### src/rtl/mmio_dram_gen.sv
// Word-addressed data RAM with a memory-mapped I/O window: synchronised input ports,
// R/W output registers, sticky change flags (W1C), interrupt mask and IRQ.
module mmio_dram_gen #(
  parameter int unsigned DW      = 8,
  parameter int unsigned AW      = 8,
  parameter int unsigned NIN     = 3,
  parameter int unsigned NOUT    = 4,
  parameter int unsigned IO_BASE = 'hF0
) (
  input  logic                CLK,
  input  logic                RESET_L,
  input  logic [AW-1:0]       ADDR,
  input  logic [DW-1:0]       DATA,
  input  logic                MW,
  output logic [DW-1:0]       Q,
  input  logic [NIN*DW-1:0]   IN_BUS,
  output logic [NOUT*DW-1:0]  OUT_BUS,
  output logic [NIN-1:0]      CHG,
  output logic                IRQ
);

  localparam int unsigned OutBase  = IO_BASE + NIN;
  localparam int unsigned StatAddr = OutBase + NOUT;
  localparam int unsigned MaskAddr = StatAddr + 1;
  localparam int unsigned RamAw    = (IO_BASE > 1) ? $clog2(IO_BASE) : 1;

  generate
    if ((MaskAddr + 1 > (1 << AW)) || (NIN < 1) || (NIN > DW) || (NOUT < 1) ||
        (NOUT > DW) || (IO_BASE < 1) || (RamAw > AW)) begin : g_bad_params
      $error("mmio_dram_gen: illegal parameter combination");
    end
  endgenerate

  logic [DW-1:0]      ram_q [IO_BASE];
  logic [NIN*DW-1:0]  sync1_q, sync2_q, prev_q;
  logic [NIN-1:0]     chg_q, chg_d, chg_set, chg_clr;
  logic [NIN-1:0]     mask_q, mask_d;
  logic [NOUT*DW-1:0] out_q, out_d;

  logic               is_ram, is_stat, is_mask;
  logic [NIN-1:0]     in_sel;
  logic [NOUT-1:0]    out_sel;
  logic [RamAw-1:0]   ram_idx;

  assign ram_idx = ADDR[RamAw-1:0];

  always_comb begin
    is_ram  = (ADDR < AW'(IO_BASE));
    is_stat = (ADDR == AW'(StatAddr));
    is_mask = (ADDR == AW'(MaskAddr));
    for (int unsigned i = 0; i < NIN; i++) begin
      in_sel[i] = (ADDR == AW'(IO_BASE + i));
    end
    for (int unsigned j = 0; j < NOUT; j++) begin
      out_sel[j] = (ADDR == AW'(OutBase + j));
    end
  end

  // Read mux: unmapped I/O addresses fall through to zero.
  always_comb begin
    Q = '0;
    if (is_ram) begin
      Q = ram_q[ram_idx];
    end
    for (int unsigned i = 0; i < NIN; i++) begin
      if (in_sel[i]) Q = sync2_q[i*DW +: DW];
    end
    for (int unsigned j = 0; j < NOUT; j++) begin
      if (out_sel[j]) Q = out_q[j*DW +: DW];
    end
    if (is_stat) Q[NIN-1:0] = chg_q;
    if (is_mask) Q[NIN-1:0] = mask_q;
  end

  // A set on the same edge as a W1C clear wins.
  always_comb begin
    for (int unsigned i = 0; i < NIN; i++) begin
      chg_set[i] = (sync2_q[i*DW +: DW] != prev_q[i*DW +: DW]);
    end
    chg_clr = (MW && is_stat) ? DATA[NIN-1:0] : '0;
    chg_d   = (chg_q & ~chg_clr) | chg_set;
    mask_d  = (MW && is_mask) ? DATA[NIN-1:0] : mask_q;
    out_d   = out_q;
    for (int unsigned j = 0; j < NOUT; j++) begin
      if (MW && out_sel[j]) out_d[j*DW +: DW] = DATA;
    end
  end

  // RAM is deliberately outside the reset domain so contents survive reset.
  always_ff @(posedge CLK) begin
    if (RESET_L && MW && is_ram) begin
      ram_q[ram_idx] <= DATA;
    end
  end

  always_ff @(posedge CLK or negedge RESET_L) begin
    if (!RESET_L) begin
      sync1_q <= '0;
      sync2_q <= '0;
      prev_q  <= '0;
      chg_q   <= '0;
      mask_q  <= '0;
      out_q   <= '0;
    end else begin
      sync1_q <= IN_BUS;
      sync2_q <= sync1_q;
      prev_q  <= sync2_q;
      chg_q   <= chg_d;
      mask_q  <= mask_d;
      out_q   <= out_d;
    end
  end

  assign OUT_BUS = out_q;
  assign CHG     = chg_q;
  assign IRQ     = |(chg_q & mask_q);

endmodule

### config.mk
export PLATFORM = sky130hd
export DESIGN_NAME = mmio_dram_gen
export DESIGN_NICKNAME = d
export VERILOG_FILES = /design/src/rtl/mmio_dram_gen.sv
export SDC_FILE = /design/constraint.sdc
export NUM_CORES = 2
export LEC_CHECK = 0
export BUFFER_PORTS_ARGS = -buffer_cell sky130_fd_sc_hd__buf_2
export CAP_MARGIN = 20
export CORE_ASPECT_RATIO = 1.5
export CORE_MARGIN = 2
export CORE_UTILIZATION = 57
export DETAILED_ROUTE_END_ITERATION = 10
export HOLD_SLACK_MARGIN = 0.06
export PLACE_DENSITY_LB_ADDON = 0.1
export SLEW_MARGIN = 20
export SYNTH_ARGS = -nofsm -noshare
export SYNTH_HDL_FRONTEND = slang
export SYNTH_SLANG_ARGS = --single-unit
### constraint.sdc
create_clock -name CLK -period 3.1 [get_ports CLK]
set_clock_uncertainty 0.1 [all_clocks]
set_input_delay 0.465 -clock CLK [delete_from_list [all_inputs] [get_ports CLK]]
set_output_delay 0.465 -clock CLK [all_outputs]
set_load 0.02 [all_outputs]
==> impl_metrics.py <==
metrics = {
    "placement": {
        "dp.cells": 6177,
        "place.port_buffers": 86,
        "dpl.hpwl_mm": 150,
        "post-place-ws_ps": -1450,
        "dpl_cell_area_um2": 87500,
        "place.gp.congestion": 0.920,
    },
    "sta": {
        "final_max_slew_viol_count": 0,
        "min_period_ps": 4110,
        "fin_crit_sh": 1.32,
        "relSlewSlack": 0.293,
        "tightest_slew_ps": 1060,
        "setup_ws_ps": -1010,
        "tns_ps": -6610,
        "max_freq_mhz": 244,
        "hold_viol": 0,
        "whs_ps": 55.5,
        "setup_viol": 8,
        "rsz0062_at_grt": "true",
    },
    "synth": {
        "ys.flop_type": "edfxtp_1",
        "syn-cell-area_um2": 78700,
        "synth_nets": 3795,
        "synth.distinct_cells": 68,
        "synth_cells": 3752,
        "synth.avg_cell_area_um2": 21.0,
        "synth-seq-cells": 2030,
        "async_reset_ff_frac": 0.0542,
        "yosysSeqAreaShare": 0.767,
        "synth-edff-count": 1920,
        "ys_warn_count": 0,
    },
    "outcome": {
        "violations": "negative setup slack",
        "status": "complete, but fails checks",
    },
    "global_routing": {
        "antenna_found_initial": 7,
        "overflow": 0,
        "grt_max_degree": 165,
        "grt_usage": 0.316,
        "first_global_vias": 43526,
        "grt_first_pass_wirelength_mm": 313,
    },
    "pwr": {
        "ir_drop_mv": 0.629,
        "power_mw": 55.8,
        "power_density_nw_per_um2": 592,
        "p_leak_nw": 32.0,
    },
    "critical_path": {
        "cp.required_ps": 2530,
        "worstSetupPathType": "reg -> out",
        "cp_data_arrival_time_ps": 3540,
        "worstSetupStartpointType": "flop",
        "crit_chain": "mux4_2, a22o_1, a22o_1, or4_4, o41ai_4, buf_4, nand4_1, buf_2",
        "slowest_delay_ps": 560,
        "reg2reg_from": "sync2_q[5]",
        "crit_fanout": 1,
        "cpMaxStageDelayCell": "or4_4",
        "crit_path_frequent_cell": "a22o_1",
        "crit_path_start": "ram_q[59][5]",
        "critPathCaptureType": "primary output",
    },
    "finish": {
        "drive_gt1_frac": 0.366,
        "postLayoutCoreUtil": 0.686,
        "nFillCells": 8641,
        "syn_to_final_growth_pct": 19.8,
        "regArea_um2": 60400,
        "multi_input_area_um2": 17400,
        "final_nets": 4684,
        "fin_area_um2": 94300,
        "stdcell_count": 6565,
    },
    "floorplan": {
        "die-area_um2": 141000,
        "start_util": 0.572,
        "die_w_um": 307,
        "die_h_um": 459,
        "core_region_area_um2": 137000,
        "num_io_pins": 87,
        "row_count": 167,
    },
    "clock_network": {
        "clkTransAtPathRegs_ps": 60,
        "clock_path_buffers": 3,
        "cts_sinks": 2030,
        "ctsRootBufferMaster": "clkbuf_16",
        "clock_latency_ps": 820,
        "cts_max_level": 4,
        "tritoncts": "built",
        "numCtsBuffers": 180,
    },
    "route": {
        "wl_per_cell_um": 33.5,
        "via_per_inst": 6.44,
        "routed_wl_mm": 220,
        "vias": 42256,
        "drc": 0,
        "first_pass_iters": 6,
        "ant_nets": 0,
        "drt_iter0_markers": 5642,
    },
    "min_path": {
        "hp-start": "DATA[7]",
        "hold_path_class": "in -> reg",
    },
    "job": {
        "cap_viol_max_count": 0,
    },
}
-- layout by cell type, fill, tap and decap left out, types with 6 or more instances in the layout --
cell type and instances:
bufinv_16 15, a22oi_1 47, mux2_2 38, a32o_1 9, nand2b_1 6, nor2_1 254
and3_1 13, a31oi_1 15, a211oi_1 10, xor2_1 24, clkbuf_1 29, nand2_1 189
dfrtp_1 110, edfxtp_1 1920, o21ai_0 9, nor2_2 21, nand4_1 11, mux2i_1 137
buf_12 102, nor3_1 6, nor2b_1 12, a2111oi_0 7, nor4_1 6, buf_2 65
o211ai_1 9, nand3_1 43, clkinv_1 38, inv_6 6, mux4_2 479, dlygate4sd3_1 32
clkinv_2 36, clkbuf_16 188, a21oi_1 16, buf_4 701, a221oi_1 8, a32oi_1 23
buf_6 19, clkinvlp_4 9
-- flip-flops by register name, summed over array words and instances (netlist names) --
register  flops
OUT_BUS      32
ram_q      1920
prev_q       24
sync1_q      24
CHG           3
sync2_q      24
mask_q        3
-- cells in the mapped netlist, types with 24 or more instances --
library cell  count  area share
edfxtp_1       1920        0.73
mux4_2          479        0.14
nor2_1          276       0.013
nand2_1         190      0.0091
mux2i_1         140       0.018
dfrtp_1         110       0.035
clkbuf_1         99      0.0047
buf_2            49      0.0031
a22oi_1          48      0.0046
nand3_1          46      0.0029
mux2_2           38      0.0054
xor2_1           24      0.0027
-- worst max-delay path: cells and delay by family (launching register included) --
family	cells	cell delay (ps)
AND/OR/NAND/NOR	2	670
multiplexers	1	540
buffers and inverters	2	400
flip-flops	1	370
AO/OA/AOI/OAI	3	730
-- kinds of logic (layout without fill, tap and decap cells) --
| kind of cell | Yosys count | in the layout | share of synthesized area |
|---|---|---|---|
| buf+inv | 227 | 1264 | 0.0159 |
| simple gates | 594 | 594 | 0.0323 |
| compound gates | 220 | 220 | 0.0214 |
| mux | 657 | 657 | 0.160 |
| other cells | 0 | 2 | 0 |
| flops | 2030 | 2030 | 0.767 |
| xor+xnor | 24 | 24 | 0.00267 |
-- metal layers --
layer	global-route usage	share of wire	up-vias	wire, um
met5	0	0.00014	-	30
li1	-	-	17303	-
met3	0.0481	0.072	478	15800
met2	0.542	0.52	2187	113000
met4	0.148	0.054	4	11800
met1	0.400	0.36	22284	78900
-- power by group --
part / leakage [nW] / switching, mW / internal [mW] / total (mW)
Clock: 2.84 / 9.82 / 12.3 / 22.2
Combinational: 10.6 / 2.05 / 1.48 / 3.53
Sequential: 18.6 / 0.0635 / 30.1 / 30.1
Total: 32.0 / 11.9 / 43.9 / 55.8
-- timing repair --
action / in CTS / in global routing
cloned: 1 / 1
setup endpoints to repair: 8 / 8
pin swaps: 27 / 17
buffers inserted: 8 / 19
hold buffers: 32 / 0
hold endpoints to repair: 251 / 0
resized for setup: 62 / 20
-- area by class of cell --
type,count,area share
sequential,2030,0.641
clock buffer,220,0.0513
tap,1774,0.0235
inverter,6,0.000292
clock inverter,110,0.0104
timing repair buffer,928,0.0886
antenna,2,0.0000531
multi-input combinational,1495,0.185
-- path summary, 6_finish.rpt --
check	endpoint	slack, ps	depth (start not counted)
min reg2reg	sync2_q[11]	250	0
max in group asynchronous	prev_q[3]	1450	4
min	ram_q[198][7]	60	1
min in group asynchronous	OUT_BUS[10]	250	3
max reg2reg	CHG[0]	1710	3
max	Q[5]	-1010	8
No activity file was read; power rests on OpenSTA's default activity.
